[src/rtl/if_prefetch_queue_pkg.sv]
// Shared definitions for the instruction prefetch queue.
//   pf_state_e  : fetch FSM states (idle, request outstanding, discard in-flight)
//   pf_entry_t  : one queue entry, {instruction word, its PC}
//   NOP_INSTR   : value presented on inst while the queue is empty
//   PC_STEP     : sequential fetch increment in bytes
package if_prefetch_queue_pkg;

    typedef enum logic [1:0] {
        PF_IDLE    = 2'd0,
        PF_REQ     = 2'd1,
        PF_DISCARD = 2'd2
    } pf_state_e;

    localparam logic [31:0] NOP_INSTR = 32'h0000_0000;
    localparam logic [31:0] PC_STEP   = 32'd4;

    typedef struct packed {
        logic [31:0] instr;
        logic [31:0] pc;
    } pf_entry_t;

endpackage

[src/rtl/if_prefetch_queue_fifo.sv]
// prefetch_fifo: DEPTH-entry circular buffer of {instr, pc} pairs.
// Ports:
//   clk_i, rst_ni          clock, asynchronous active-low reset
//   push_i, push_*_i       write one entry at the tail
//   pop_i                  retire the head entry
//   clear_i                drop all entries (takes priority over push/pop)
//   count_o                number of valid entries (0..DEPTH)
//   head_instr_o/head_pc_o head entry contents (undefined when count_o == 0)
module prefetch_fifo
    import if_prefetch_queue_pkg::*;
#(
    parameter int unsigned DEPTH = 4
) (
    input  logic                    clk_i,
    input  logic                    rst_ni,
    input  logic                    push_i,
    input  logic [31:0]             push_instr_i,
    input  logic [31:0]             push_pc_i,
    input  logic                    pop_i,
    input  logic                    clear_i,
    output logic [$clog2(DEPTH):0]  count_o,
    output logic [31:0]             head_instr_o,
    output logic [31:0]             head_pc_o
);

    localparam int unsigned AW = $clog2(DEPTH);
    localparam int unsigned CW = AW + 1;
    localparam logic [CW-1:0] FULL = CW'(DEPTH);

    pf_entry_t       mem_q [DEPTH];
    logic [AW-1:0]   rd_q;
    logic [AW-1:0]   wr_q;
    logic [CW-1:0]   cnt_q;
    logic            do_push;
    logic            do_pop;
    pf_entry_t       head;

    // Guard against pop-when-empty and push-when-full; a same-cycle pop
    // frees the slot a full-queue push needs.
    assign do_pop  = pop_i && (cnt_q != '0);
    assign do_push = push_i && ((cnt_q != FULL) || do_pop);

    always_ff @(posedge clk_i or negedge rst_ni) begin
        if (!rst_ni) begin
            rd_q  <= '0;
            wr_q  <= '0;
            cnt_q <= '0;
        end else if (clear_i) begin
            rd_q  <= '0;
            wr_q  <= '0;
            cnt_q <= '0;
        end else begin
            if (do_push) wr_q <= wr_q + AW'(1);
            if (do_pop)  rd_q <= rd_q + AW'(1);
            if (do_push && !do_pop)      cnt_q <= cnt_q + CW'(1);
            else if (!do_push && do_pop) cnt_q <= cnt_q - CW'(1);
        end
    end

    // Storage needs no reset: entries are only observed when counted valid.
    always_ff @(posedge clk_i) begin
        if (do_push && !clear_i) begin
            mem_q[wr_q] <= '{instr: push_instr_i, pc: push_pc_i};
        end
    end

    assign head         = mem_q[rd_q];
    assign head_instr_o = head.instr;
    assign head_pc_o    = head.pc;
    assign count_o      = cnt_q;

endmodule

[src/rtl/if_prefetch_queue.sv]
// if_prefetch_queue: sequential instruction prefetcher feeding the IF stage.
// Ports:
//   clk, rst_n                 clock, asynchronous active-low reset
//   redirect, redirect_pc      branch/jump taken: flush and refetch from redirect_pc
//   hold                       IF stalled; head entry is not consumed
//   mem_req, mem_addr          fetch request (address stable while mem_req=1)
//   mem_ack, mem_rdata         request completion and returned word
//   inst_valid, inst           head entry valid / instruction (NOP when empty)
//   inst_pc, inst_pc4          PC of head instruction and PC+4
module if_prefetch_queue
    import if_prefetch_queue_pkg::*;
#(
    parameter int unsigned DEPTH    = 4,
    parameter logic [31:0] RESET_PC = 32'h0000_0000
) (
    input  logic        clk,
    input  logic        rst_n,
    input  logic        redirect,
    input  logic [31:0] redirect_pc,
    input  logic        hold,
    output logic        mem_req,
    output logic [31:0] mem_addr,
    input  logic        mem_ack,
    input  logic [31:0] mem_rdata,
    output logic        inst_valid,
    output logic [31:0] inst,
    output logic [31:0] inst_pc,
    output logic [31:0] inst_pc4
);

    localparam int unsigned CW = $clog2(DEPTH) + 1;
    localparam logic [CW-1:0] FULL = CW'(DEPTH);

    pf_state_e      state_q;
    logic [31:0]    fetch_pc_q;
    logic [31:0]    mem_addr_q;
    logic           mem_req_q;

    logic [CW-1:0]  count;
    logic [CW-1:0]  count_post;
    logic [31:0]    head_instr;
    logic [31:0]    head_pc;
    logic           push;
    logic           pop;
    logic           room;

    assign inst_valid = (count != '0);
    assign pop        = inst_valid && !hold && !redirect;
    assign push       = (state_q == PF_REQ) && mem_ack && !redirect;

    // Occupancy after this edge's push/pop; decides whether to keep fetching.
    always_comb begin
        count_post = count;
        if (push && !pop)      count_post = count + CW'(1);
        else if (!push && pop) count_post = count - CW'(1);
    end

    assign room = (count_post < FULL);

    prefetch_fifo #(
        .DEPTH (DEPTH)
    ) u_fifo (
        .clk_i        (clk),
        .rst_ni       (rst_n),
        .push_i       (push),
        .push_instr_i (mem_rdata),
        .push_pc_i    (mem_addr_q),
        .pop_i        (pop),
        .clear_i      (redirect),
        .count_o      (count),
        .head_instr_o (head_instr),
        .head_pc_o    (head_pc)
    );

    always_ff @(posedge clk or negedge rst_n) begin
        if (!rst_n) begin
            state_q    <= PF_IDLE;
            fetch_pc_q <= RESET_PC;
            mem_addr_q <= '0;
            mem_req_q  <= 1'b0;
        end else if (redirect) begin
            fetch_pc_q <= redirect_pc;
            case (state_q)
                PF_IDLE: begin
                    state_q    <= PF_REQ;
                    mem_req_q  <= 1'b1;
                    mem_addr_q <= redirect_pc;
                end
                PF_REQ: begin
                    // An acked request is complete and can be dropped now;
                    // otherwise it must be allowed to finish before refetching.
                    if (mem_ack) mem_addr_q <= redirect_pc;
                    else         state_q    <= PF_DISCARD;
                end
                PF_DISCARD: begin
                    // Outstanding request is still owed an ack; only the
                    // refetch target moves.
                end
                default: begin
                    state_q   <= PF_IDLE;
                    mem_req_q <= 1'b0;
                end
            endcase
        end else begin
            case (state_q)
                PF_IDLE: begin
                    if (room) begin
                        state_q    <= PF_REQ;
                        mem_req_q  <= 1'b1;
                        mem_addr_q <= fetch_pc_q;
                    end
                end
                PF_REQ: begin
                    if (mem_ack) begin
                        fetch_pc_q <= fetch_pc_q + PC_STEP;
                        if (room) begin
                            mem_addr_q <= fetch_pc_q + PC_STEP;
                        end else begin
                            state_q   <= PF_IDLE;
                            mem_req_q <= 1'b0;
                        end
                    end
                end
                PF_DISCARD: begin
                    if (mem_ack) begin
                        state_q    <= PF_REQ;
                        mem_addr_q <= fetch_pc_q;
                    end
                end
                default: begin
                    state_q   <= PF_IDLE;
                    mem_req_q <= 1'b0;
                end
            endcase
        end
    end

    assign mem_req  = mem_req_q;
    assign mem_addr = mem_addr_q;
    assign inst     = inst_valid ? head_instr : NOP_INSTR;
    assign inst_pc  = inst_valid ? head_pc : '0;
    assign inst_pc4 = inst_pc + PC_STEP;

endmodule

[config.mk]
export PLATFORM = sky130hd
export DESIGN_NAME = if_prefetch_queue
export DESIGN_NICKNAME = d
export VERILOG_FILES = /design/src/rtl/if_prefetch_queue_pkg.sv /design/src/rtl/if_prefetch_queue_fifo.sv /design/src/rtl/if_prefetch_queue.sv
export SDC_FILE = /design/constraint.sdc
export NUM_CORES = 1
export LEC_CHECK = 0
export CORE_UTILIZATION = 45
export DETAILED_ROUTE_END_ITERATION = 8
export GPL_TIMING_DRIVEN = 0
export PLACE_DENSITY = 0.68
export SLEW_MARGIN = 20
export SYNTH_ARGS = -nofsm -noshare
export SYNTH_HDL_FRONTEND = slang
export SYNTH_HIERARCHICAL = 1
export SYNTH_SLANG_ARGS = --single-unit
[constraint.sdc]
create_clock -name clk -period 11.9 [get_ports clk]
set_clock_uncertainty 0.1 [all_clocks]
set_input_delay 2.38 -clock clk [delete_from_list [all_inputs] [get_ports clk]]
set_output_delay 2.38 -clock clk [all_outputs]
set_load 0.01 [all_outputs]
==> results.env <==
LAYOUT_CELL_SHARE_WITH_DRIVE_STRENGTH_BEYOND_1=0.177
DETAIL_ROUTE.FIRST_PASS.ITERATIONS=5
PERIOD_MINUS_WS_FINAL_NS=7.61
ANT_NETS=0
GRT_MAX_DEGREE=39
NUMBER_OF_BUFFERS_ON_THE_LONGEST_CLOCK_PATH=3
SYNTH_CELL_TYPE_COUNT=73
PLACEDCELLCOUNT=1701
ACHIEVABLE-FREQUENCY_MHz=131
CLK_TREE_ROOT_CELL='clkbuf_16'
WORST_SLEW_MARGIN_REL=0.433
FIN_WS_NS=4.29
CLOCK_LATENCY_AT_THE_LATER_PIN_OF_THE_WORST_SKEW_PAIR_NS=0.51
CRIT_FANOUT=10
SYN_TO_FINAL_GROWTH_PCT=26.0
DETAILEDPLACEMENTHPWL_UM=27500
NUMBER_OF_MAX_SLEW_VIOLATIONS_IN_THE_FINAL_REPORT=0
CLOCK_TRANSITION_TIME_AT_THE_FLIP_FLOP_CLOCK_PINS_OF_THE_WORST_SETUP_AND_HOLD_PATHS_NS=0.06
ROUTE.DETAILED.VIAS_PER_INST=5.53
SYNTH_ENABLE_FLOP_CELLS=256
SYNTH_TOP_FLOP_CELL='edfxtp_1'
NETS=1377
FP.DIEH_UM=186
CORE_REGION_AREA_SQ_UM=32900
POST-ROUTE-PERIOD-UTIL=0.640
FLOORPLAN.INITIALDENSITY=0.461
CLOCK_SINK_COUNT=330
FINAL_CELL_COUNT_WITHOUT_FILLERS=1764
PATH_TYPE_OF_THE_WORST_MIN_DELAY_PATH='flop to flop'
SYNTH-SEQ-AREA-SHARE=0.629
GLOBAL_ROUTE_WIRE_LENGTH_BEFORE_REPAIR_UM=57100
GPL.FINAL_WEIGHTED_CONGESTION=0.892
SYN_AREA_PER_CELL_SQ_UM=14.8
SYNTH.TOP_CELL.AREA_SHARE=0.507
YOSYS.AREA.TOP_TYPE='edfxtp_1'
FINALWIRELENGTH_UM=37300
TIGHTESTPINTRANSITION_NS=0.847
CPPEAKSTAGEDELAY_NS=0.58
CRIT_PATH_START_KIND='flop'
FILLER_CELL_COUNT=2646
SETUP_VIOL=0
H-TREE-DEPTH=2
COUNT_OF_INPUT_AND_OUTPUT_BUFFERS=198
POWER_LEAKAGE_nW=6.65
ROUTEDWLPERCELL_UM=21.2
GRT_OVERFLOW=0
CTS_TREE='done'
STATUS='complete, no violations'
DIODES=0
VIA_COUNT=9752
CTS_BUFS_INSERTED=36
VIAS_IN_THE_FIRST_GLOBAL_ROUTE=9848
ROUTE.DETAILED.DRC=0
YOSYS_WARNINGS=6
TIMING.MAX_CAP.VIOLATIONS=0
GRT_OVERALL_USAGE=0.221
ENDPOINT_KIND='primary output'
CP.ARRIVAL_NS=5.13
FINALSETUPTNS_NS=0
POST_CTS.REPAIR.SETUP_BUFFERS=0
FP-ROW-COUNT=66
CRIT_PATH_MOST_REPEATED_CELL='clkbuf_1'
ANTENNA_FOUND_INITIAL=0
DIE-WIDTH_UM=186
SYNTHARSTFLOPSHARE=0.224
PLACE_WORST_SETUP_SLACK_NS=4.89
PIN_COUNT=199
FLOORPLAN.DIE_AREA_SQ_UM=34400
SYNTHTOPCELLSBYAREA='edfxtp_1 51%, dfrtp_1 12%, mux4_2 9.5%'
SYNTH_NETS=1105
GRT_SETUP_UNREPAIRED='no'
WORSTSETUPPATHTYPE='flop to primary output'
PWR_DENSITY_CELL_nW_PER_UM2=174
POSTSYNTHCELLCOUNT=1025
DRT_FIRST_ITER_VIOLATIONS=697
IR_DROP_V=0.000131
FINALHOLDVIOLATIONS=0
CP_DATA_REQUIRED_TIME_NS=9.42
SYNTH.CELL_AREA_SQ_UM=15200
SEQUENCE_OF_CELLS_ON_THE_CRITICAL_PATH='buf_2, nor3_4, inv_2, clkbuf_1, clkbuf_1, and2_1, ha_1, nand4_1, nor2_1, nand3_2, nor3b_1, xor2_1, clkdlybuf4s50_1'
CTSRESIZECOUNT=0
CELL_WITH_THE_LARGEST_STAGE_DELAY_ON_THE_WORST_PATH='clkdlybuf4s50_1'
CTS-HOLD-FIX-BUFFERS=0
YS_SEQ_ELEMENTS=330
final cells by class:
| cell class | instances | area [sq um] | area share |
|---|---|---|---|
| repair buffers | 234 | 2290 | 0.120 |
| flip-flops and latches | 330 | 9540 | 0.499 |
| plain buffers | 61 | 314 | 0.0164 |
| inverters | 25 | 93.8 | 0.00491 |
| multi-input cells | 609 | 5240 | 0.274 |
| clock inverters | 16 | 101 | 0.00530 |
| clock buffers | 47 | 983 | 0.0515 |
| well taps | 442 | 553 | 0.0289 |
cell usage in the layout, fill, tap and decap left out, types with 10 or more instances in the layout:
master             n
ha_1              10
xor2_1            34
nand2_1           53
buf_6             10
nand4_1           22
dfrtp_1           74
nand2b_1          10
nor2_1            56
mux4_2            64
o21ai_0           15
mux2i_1           19
o31ai_1           15
and3_1            12
inv_1             23
clkbuf_16         37
buf_2             19
mux2_2            16
and2_1            62
nand3_1           33
nor3_1            13
xnor2_1           38
edfxtp_1         256
clkdlybuf4s50_1  197
a21oi_1           32
buf_4             39
clkbuf_1          30
report_power, final:
group / internal [mW] / total [mW] / switching (mW)
Clock: 0.603 / 1.03 / 0.426
Combinational: 0.349 / 0.731 / 0.382
Sequential: 1.41 / 1.56 / 0.150
metrics by stage:
step | hold WS [ns] | total power [mW] | utilization | area [sq um]
floorplan | 0.367 | 1.90 | - | 15200
global placement | 0.378 | 2.30 | 0.538 | 17700
detailed placement | 0.383 | 2.31 | 0.548 | 18000
CTS | 0.395 | 3.35 | 0.581 | 19100
global route | 0.409 | 3.46 | 0.581 | 19100
finish | 0.391 | 3.32 | 0.581 | 19100
final timing paths:
path,from,end,slack [ns],cells past startpoint
worst min-delay path,fetch_pc_q[1],fetch_pc_q[1],0.39,1
worst max register to register,state_q[1],u_fifo/mem_q[3][30],8.05,11
min in group asynchronous,rst_n,mem_addr[20],1.75,1
max in group asynchronous,rst_n,fetch_pc_q[2],9.35,2
worst max-delay path,u_fifo/count_o[1],inst_pc4[18],4.29,13
worst min register to register,fetch_pc_q[1],fetch_pc_q[1],0.39,1
layer usage:
metal / GRT usage / wire length, um
met5: 0 / 0
met4: 0.0623 / 850
met3: 0.0311 / 2120
met2: 0.374 / 18300
met1: 0.299 / 16000
kinds of logic after synthesis:
kind of cell | after synthesis | share of synthesized area
mux | 102 | 0.122
flops | 330 | 0.629
simple gates | 316 | 0.122
buf+inv | 86 | 0.0269
xor+xnor | 72 | 0.0416
fa+ha+maj | 11 | 0.00957
compound gates | 108 | 0.0484
sequential cells by signal, summed over array words and instances, names as in the netlist:
name	cells
u_fifo/rd_q	2
fetch_pc_q	32
u_fifo/wr_q	2
state_q	2
mem_addr	32
u_fifo/count_o	3
u_fifo/mem_q	256
mem_req	1
critical path: cells and delay by family, from the launching register on:
kind / cells / cell delay, ns
flip-flops: 1 / 0.46
adder cells (fa/ha/maj): 1 / 0.32
XOR/XNOR: 1 / 0.17
buffers and inverters: 5 / 1.91
AND/OR/NAND/NOR: 6 / 1.76
Yosys cell counts, drive strengths merged, types with 19 or more instances:
cell / instances
edfxtp: 256
dfrtp: 74
mux4: 64
and2: 63
nor2: 56
nand2: 54
buf: 38
xnor2: 38
nand3: 35
xor2: 34
a21oi: 32
inv: 25
nand4: 24
clkbuf: 23
nor3: 21
mux2: 19
mux2i: 19
(Power assumes the default switching activity.)
